### src/rtl/wb_arbiter_if.sv
// rtl/wb_arbiter_if.sv - write-back arbiter bus bundle (pipeline, long-latency unit, regfile, scoreboard)
interface wb_arbiter_if;
  logic        pipe_wr_en;
  logic [4:0]  pipe_dest_addr;
  logic [31:0] pipe_wr_data;
  logic        issue_en;
  logic [4:0]  issue_dest;
  logic        lu_valid;
  logic [4:0]  lu_dest;
  logic [31:0] lu_data;
  logic        lu_ready;
  logic        rf_wr_en;
  logic [4:0]  rf_dest_addr;
  logic [31:0] rf_wr_data;
  logic [31:0] pending;

  // Upstream side: pipeline, decode and long-latency unit drive; observe regfile write and scoreboard
  modport master (
    output pipe_wr_en, pipe_dest_addr, pipe_wr_data,
    output issue_en, issue_dest,
    output lu_valid, lu_dest, lu_data,
    input  lu_ready,
    input  rf_wr_en, rf_dest_addr, rf_wr_data,
    input  pending
  );

  // Arbiter side
  modport slave (
    input  pipe_wr_en, pipe_dest_addr, pipe_wr_data,
    input  issue_en, issue_dest,
    input  lu_valid, lu_dest, lu_data,
    output lu_ready,
    output rf_wr_en, rf_dest_addr, rf_wr_data,
    output pending
  );
endinterface

### src/rtl/wb_arbiter.sv
// rtl/wb_arbiter.sv - merges pipeline and long-latency results onto one registered regfile write port
module wb_arbiter #(
  parameter int DEPTH = 2
) (
  input logic         clk,
  input logic         nrst,
  wb_arbiter_if.slave bus
);

  localparam int AW = (DEPTH > 1) ? $clog2(DEPTH) : 1;
  localparam logic [AW:0] PTR_ONE = 1;

  // Pointers carry one extra wrap bit so full and empty are distinguishable
  logic [AW:0]  wr_ptr;
  logic [AW:0]  rd_ptr;
  logic [4:0]   mem_dest [DEPTH];
  logic [31:0]  mem_data [DEPTH];

  logic         full;
  logic         empty;
  logic         push;
  logic         pop;
  logic [4:0]   head_dest;
  logic [31:0]  head_data;

  logic         rf_wr_en_q;
  logic [4:0]   rf_dest_q;
  logic [31:0]  rf_data_q;
  logic [31:0]  pending_q;
  logic [31:0]  pending_d;

  assign full      = (wr_ptr[AW] != rd_ptr[AW]) && (wr_ptr[AW-1:0] == rd_ptr[AW-1:0]);
  assign empty     = (wr_ptr == rd_ptr);
  assign push      = bus.lu_valid && !full;
  // The pipeline is never stalled, so the FIFO head only drains on idle pipeline cycles
  assign pop       = !bus.pipe_wr_en && !empty;
  assign head_dest = mem_dest[rd_ptr[AW-1:0]];
  assign head_data = mem_data[rd_ptr[AW-1:0]];

  assign bus.lu_ready     = !full;
  assign bus.rf_wr_en     = rf_wr_en_q;
  assign bus.rf_dest_addr = rf_dest_q;
  assign bus.rf_wr_data   = rf_data_q;
  assign bus.pending      = pending_q;

  // FIFO storage; entries are only meaningful between the pointers, so no reset is needed
  always_ff @(posedge clk) begin
    if (push) begin
      mem_dest[wr_ptr[AW-1:0]] <= bus.lu_dest;
      mem_data[wr_ptr[AW-1:0]] <= bus.lu_data;
    end
  end

  // FIFO pointer advance on push and pop
  always_ff @(posedge clk or negedge nrst) begin
    if (!nrst) begin
      wr_ptr <= '0;
      rd_ptr <= '0;
    end else begin
      if (push) wr_ptr <= wr_ptr + PTR_ONE;
      if (pop)  rd_ptr <= rd_ptr + PTR_ONE;
    end
  end

  // Registered regfile write: pipeline first, then FIFO head; x0 writes are suppressed
  always_ff @(posedge clk or negedge nrst) begin
    if (!nrst) begin
      rf_wr_en_q <= 1'b0;
      rf_dest_q  <= '0;
      rf_data_q  <= '0;
    end else if (bus.pipe_wr_en) begin
      rf_wr_en_q <= (bus.pipe_dest_addr != 5'd0);
      rf_dest_q  <= bus.pipe_dest_addr;
      rf_data_q  <= bus.pipe_wr_data;
    end else if (pop) begin
      rf_wr_en_q <= (head_dest != 5'd0);
      rf_dest_q  <= head_dest;
      rf_data_q  <= head_data;
    end else begin
      rf_wr_en_q <= 1'b0;
    end
  end

  // Scoreboard next state: clear on pop, then set on issue so a same-index set wins
  always_comb begin
    pending_d = pending_q;
    if (pop) pending_d[head_dest] = 1'b0;
    if (bus.issue_en && (bus.issue_dest != 5'd0)) pending_d[bus.issue_dest] = 1'b1;
    pending_d[0] = 1'b0;
  end

  // Scoreboard register
  always_ff @(posedge clk or negedge nrst) begin
    if (!nrst) pending_q <= '0;
    else       pending_q <= pending_d;
  end

endmodule

### src/flat_wrapper.sv
// flat-port wrapper written by rule: the top's interface ports become plain ports
module wb_arbiter_flat 
#(
  parameter int DEPTH = 2
)
  (clk, nrst, bus_pipe_wr_en, bus_pipe_dest_addr, bus_pipe_wr_data, bus_issue_en, bus_issue_dest, bus_lu_valid, bus_lu_dest, bus_lu_data, bus_lu_ready, bus_rf_wr_en, bus_rf_dest_addr, bus_rf_wr_data, bus_pending);
  wb_arbiter_if bus_i ();
  input logic clk;
  input logic nrst;
  input wire logic [$bits(bus_i.pipe_wr_en)-1:0] bus_pipe_wr_en;
  input wire logic [$bits(bus_i.pipe_dest_addr)-1:0] bus_pipe_dest_addr;
  input wire logic [$bits(bus_i.pipe_wr_data)-1:0] bus_pipe_wr_data;
  input wire logic [$bits(bus_i.issue_en)-1:0] bus_issue_en;
  input wire logic [$bits(bus_i.issue_dest)-1:0] bus_issue_dest;
  input wire logic [$bits(bus_i.lu_valid)-1:0] bus_lu_valid;
  input wire logic [$bits(bus_i.lu_dest)-1:0] bus_lu_dest;
  input wire logic [$bits(bus_i.lu_data)-1:0] bus_lu_data;
  output wire logic [$bits(bus_i.lu_ready)-1:0] bus_lu_ready;
  output wire logic [$bits(bus_i.rf_wr_en)-1:0] bus_rf_wr_en;
  output wire logic [$bits(bus_i.rf_dest_addr)-1:0] bus_rf_dest_addr;
  output wire logic [$bits(bus_i.rf_wr_data)-1:0] bus_rf_wr_data;
  output wire logic [$bits(bus_i.pending)-1:0] bus_pending;
  assign bus_i.pipe_wr_en = bus_pipe_wr_en;
  assign bus_i.pipe_dest_addr = bus_pipe_dest_addr;
  assign bus_i.pipe_wr_data = bus_pipe_wr_data;
  assign bus_i.issue_en = bus_issue_en;
  assign bus_i.issue_dest = bus_issue_dest;
  assign bus_i.lu_valid = bus_lu_valid;
  assign bus_i.lu_dest = bus_lu_dest;
  assign bus_i.lu_data = bus_lu_data;
  assign bus_lu_ready = bus_i.lu_ready;
  assign bus_rf_wr_en = bus_i.rf_wr_en;
  assign bus_rf_dest_addr = bus_i.rf_dest_addr;
  assign bus_rf_wr_data = bus_i.rf_wr_data;
  assign bus_pending = bus_i.pending;
  wb_arbiter #(.DEPTH(DEPTH)) u_core (.clk(clk), .nrst(nrst), .bus(bus_i));
endmodule
### config.mk
export PLATFORM = sky130hd
export DESIGN_NAME = wb_arbiter_flat
export DESIGN_NICKNAME = d
export VERILOG_FILES = /design/src/rtl/wb_arbiter_if.sv /design/src/rtl/wb_arbiter.sv /design/src/flat_wrapper.sv
export SDC_FILE = /design/constraint.sdc
export NUM_CORES = 1
export LEC_CHECK = 0
export BUFFER_PORTS_ARGS = -buffer_cell sky130_fd_sc_hd__buf_2
export CAP_MARGIN = 15
export CORE_MARGIN = 2
export CORE_UTILIZATION = 50
export DETAILED_ROUTE_END_ITERATION = 12
export GPL_TIMING_DRIVEN = 0
export PLACE_DENSITY = 0.76
export SYNTH_ARGS = -nofsm -noshare
export SYNTH_HDL_FRONTEND = slang
export SYNTH_SLANG_ARGS = --single-unit
### constraint.sdc
create_clock -name clk -period 6.26 [get_ports clk]
set_input_delay 0.939 -clock clk [delete_from_list [all_inputs] [get_ports clk]]
set_output_delay 0.939 -clock clk [all_outputs]
set_load 0.1 [all_outputs]
==> reports/results.txt <==
The mean post-synth cell area works out to 12.4 um2. The signal arrival time at the worst endpoint was 1.95 ns. Of the cells placed in the final design, the portion with a size suffix greater than 1 is 30.2%. The remaining routing DRC violations came out at 0.

After detailed placement, the total cell area comes to 0.00699 mm2. The tools report the timing-limited maximum frequency as 346 MHz. The repair_antennas step left the layout with diodes totalling 0. Maximum net fanout on the critical path: 9. Between clock sinks in the finished design, the worst skew comes to 0.0105 ns. Post-CTS repair changed the size of 0 cells. The total die area was 0.0129 mm2; the x dimension of the die was 113 um. In the synthesized netlist the async set-or-reset flop fraction comes to 49.7%. The clock reaches the later pin of the worst-skew pair after 0.42 ns. The number of port buffers works out to 150. In this run, distinct cell masters in the synthesized netlist total 38. The tools report the total negative slack for setup checks as 0 ns. The synthesized design contains 74 enable-type register cells.

Clock tree synthesis selected as its root buffer the cell sky130_fd_sc_hd__clkbuf_16. STA classifies the critical path startpoint as a flop. After filler insertion, the fill cell instance count of the layout stands at 859. First-iteration detailed-routing DRC count: 320. The detail route stage leaves a number of antenna-violating nets equal to 0. For the proportion of synthesized chip area in sequential cells, the log shows 67.5%.

Summing over every cut layer, the via total after detailed routing is 4,447. The routed design has 14,400 um of wire. 155 I/O pins were placed. The worst register-to-register path begins at u_core.rd_ptr[0]$_DFFE_PN0N_. The worst min-delay path class is primary input to asynchronous set/reset pin. The global-route wire length before repair is 23,000 um. Overall overflow remaining after global route: 0. The run gives 0.00757 mm2 as the cell area after layout. The run gives 0 as the warning count from the yosys run. The run finished with clean final reports.

The tools report the critical path startpoint as u_core.rd_ptr[0]$_DFFE_PN0N_. The initial antenna violation count came out at 0. In this run, post-CTS hold repair placed 0 buffers. Number of global-route vias before repair: 4,568.

The run gives 0 as the number of max-slew violations in the final report. After clock tree synthesis, the clock-pin slew on the worst setup and hold paths is 0.06 ns. At the end of the flow, the number of nets in the layout was 739. The core region is 0.0116 mm2. The logs give 0.00182 mm2 for the multi-input gate area in the final layout and 23.6% for the global-route usage over all layers. Using the TritonRoute via totals, the vias-per-cell ratio works out to 5.48. The clock period could shrink to 2.89 ns. The run gives 0 as the count of max-cap constraint violations.

The smallest setup slack after layout came out at 3.37 ns. Pin count of the biggest net entering global routing: 63. The main flop type after synthesis was sky130_fd_sc_hd__edfxtp_1. The worst path uses 46.2% of the clock period. The synthesized netlist net count is 568, and the number of standard cells in the final layout excluding fillers is 811. The total clock buffers created by CTS was 17.

The total placed cells including tap cells came out at 779. Setup violations remaining at the end of the flow were counted as 0. After detailed routing, the average wire length per cell comes to 17.8 um. The relative slew slack is 37.8%, and the number of H-tree levels is 4. The tools report the required time at the worst-slack endpoint as 5.32 ns. The tools report the critical path capture point type as a primary output.

In the layout the commonest cells are sky130_fd_sc_hd__buf_2, sky130_fd_sc_hd__nand2_1, sky130_fd_sc_hd__edfxtp_1, sky130_fd_sc_hd__dfrtp_1, sky130_fd_sc_hd__o21ai_0. The tools report the number of detailed-routing iterations run before antenna repair as 5. The run gives 0.821 as the routability congestion estimate. Measured slew at the worst slew-check pin: 0.934 ns.

The setup path with the least slack is of type flop to primary output. Leaving out fill and tap cells, the most frequent cell in the layout is sky130_fd_sc_hd__buf_2. The layout overhead on the synthesized area was 26.3%; the setup slack after placement was 3.77 ns. For the hold violation count in the final report, the log shows 0.

Register bit total from synthesis: 147. The clock net in this run drives a total of 147 sinks. Sequential cell area: 0.00405 mm2. For flop-to-flop paths, the worst setup slack is 3.93 ns. The run gives 39 as the total number of placement rows. After clock tree synthesis, the setup repair step added 0 buffers. The die is 113 um tall. In this run the deepest clock path goes through 2 buffers.

The run gives 484 as the cell count after synthesis. For this configuration, the core starts out at a cell density of 51.8%. Setup repair after global routing left no endpoint under its margin. After legalization and detailed placement, the total HPWL measured 10,100 um.

The combined area of all synthesized cells is 0.00599 mm2. TritonCTS built the clock tree.
## worst max-delay path: stages, from the launching register on
cell and delay [ns]:
sky130_fd_sc_hd__dfrtp_1 0.37, sky130_fd_sc_hd__buf_6 0.15, sky130_fd_sc_hd__xor2_2 0.37, sky130_fd_sc_hd__nand2b_1 0.21, sky130_fd_sc_hd__buf_2 0.44
## final cells by class
cell class              count  share of cell area [%]
clock buffers              24                    6.36
inverters                   2                  0.0991
well taps                 143                    2.36
clock inverters             8                    1.32
flip-flops and latches    147                    53.5
repair buffers            152                    10.7
plain buffers              24                    1.70
multi-input cells         311                    24.0
## path summary, 6_finish.rpt
| path | endpoint | depth (start not counted) |
|---|---|---|
| max | bus_lu_ready | 4 |
| min | u_core.bus.pending[24]$_DFF_PN0_ | 1 |
| max reg2reg | u_core.mem_data[1][21]$_DFFE_PP_ | 4 |
| min reg2reg | u_core.bus.rf_wr_data[11]$_DFFE_PN0P_ | 2 |
| max in group asynchronous | u_core.bus.rf_wr_data[23]$_DFFE_PN0P_ | 2 |
| min in group clk | u_core.bus.rf_wr_data[11]$_DFFE_PN0P_ | 2 |
## routing by layer
metal	track usage (%)	part of all wire, %
met5	0	0
met4	8.70	1.7
met3	7.44	8.0
met2	40.3	50
met1	28.4	40
## cells by family (layout without fill, tap and decap cells)
family | after synthesis | count (layout) | synth area share, %
mux | 40 | 40 | 6.89
flops | 147 | 147 | 67.5
compound gates | 119 | 119 | 11.8
other cells | 1 | 1 | 0.0626
simple gates | 145 | 145 | 10.3
buf+inv | 26 | 210 | 2.28
xor+xnor | 6 | 6 | 1.13
## synth_stat cells, types with 2 or more instances
| cell | count | area share (%) |
|---|---|---|
| sky130_fd_sc_hd__nor3_1 | 2 | 0.17 |
| sky130_fd_sc_hd__or3_1 | 4 | 0.42 |
| sky130_fd_sc_hd__mux2_2 | 3 | 0.56 |
| sky130_fd_sc_hd__buf_1 | 2 | 0.13 |
| sky130_fd_sc_hd__mux2i_1 | 35 | 5.8 |
| sky130_fd_sc_hd__nor2_1 | 42 | 2.6 |
| sky130_fd_sc_hd__nand2b_1 | 6 | 0.63 |
| sky130_fd_sc_hd__edfxtp_1 | 74 | 37 |
| sky130_fd_sc_hd__clkbuf_1 | 13 | 0.81 |
| sky130_fd_sc_hd__nor2b_1 | 4 | 0.42 |
| sky130_fd_sc_hd__buf_6 | 2 | 0.38 |
| sky130_fd_sc_hd__dfrtp_1 | 73 | 30 |
| sky130_fd_sc_hd__a21oi_1 | 32 | 2.7 |
| sky130_fd_sc_hd__o21ai_0 | 51 | 4.3 |
| sky130_fd_sc_hd__nand3_1 | 7 | 0.58 |
| sky130_fd_sc_hd__nand2_1 | 74 | 4.6 |
| sky130_fd_sc_hd__o21ai_1 | 2 | 0.17 |
| sky130_fd_sc_hd__xor2_2 | 2 | 0.54 |
| sky130_fd_sc_hd__xnor2_1 | 2 | 0.29 |
| sky130_fd_sc_hd__o31ai_1 | 27 | 3.4 |
| sky130_fd_sc_hd__xor2_1 | 2 | 0.29 |
| sky130_fd_sc_hd__a221o_1 | 3 | 0.50 |
| sky130_fd_sc_hd__inv_1 | 2 | 0.13 |
| sky130_fd_sc_hd__buf_4 | 6 | 0.75 |
## flip-flops by register name (all words and copies together) (netlist names)
signal / flops
u_core.rd_ptr: 2
u_core.mem_data: 64
u_core.bus.rf_wr_en: 1
u_core.wr_ptr: 2
u_core.bus.rf_dest_addr: 5
u_core.bus.rf_wr_data: 32
u_core.mem_dest: 10
u_core.bus.pending: 31
## metrics by stage
step | utilization [%] | hold WS [ns]
after floorplan | - | 0.493
after global placement | 59.9 | 0.459
after detailed placement | 60.4 | 0.467
after CTS | 65.5 | 0.348
after global routing | 65.5 | 0.362
final | 65.5 | 0.367
Power is not shown: default switching activity piles up to over one toggle a cycle in this logic, so the estimate is an artifact.
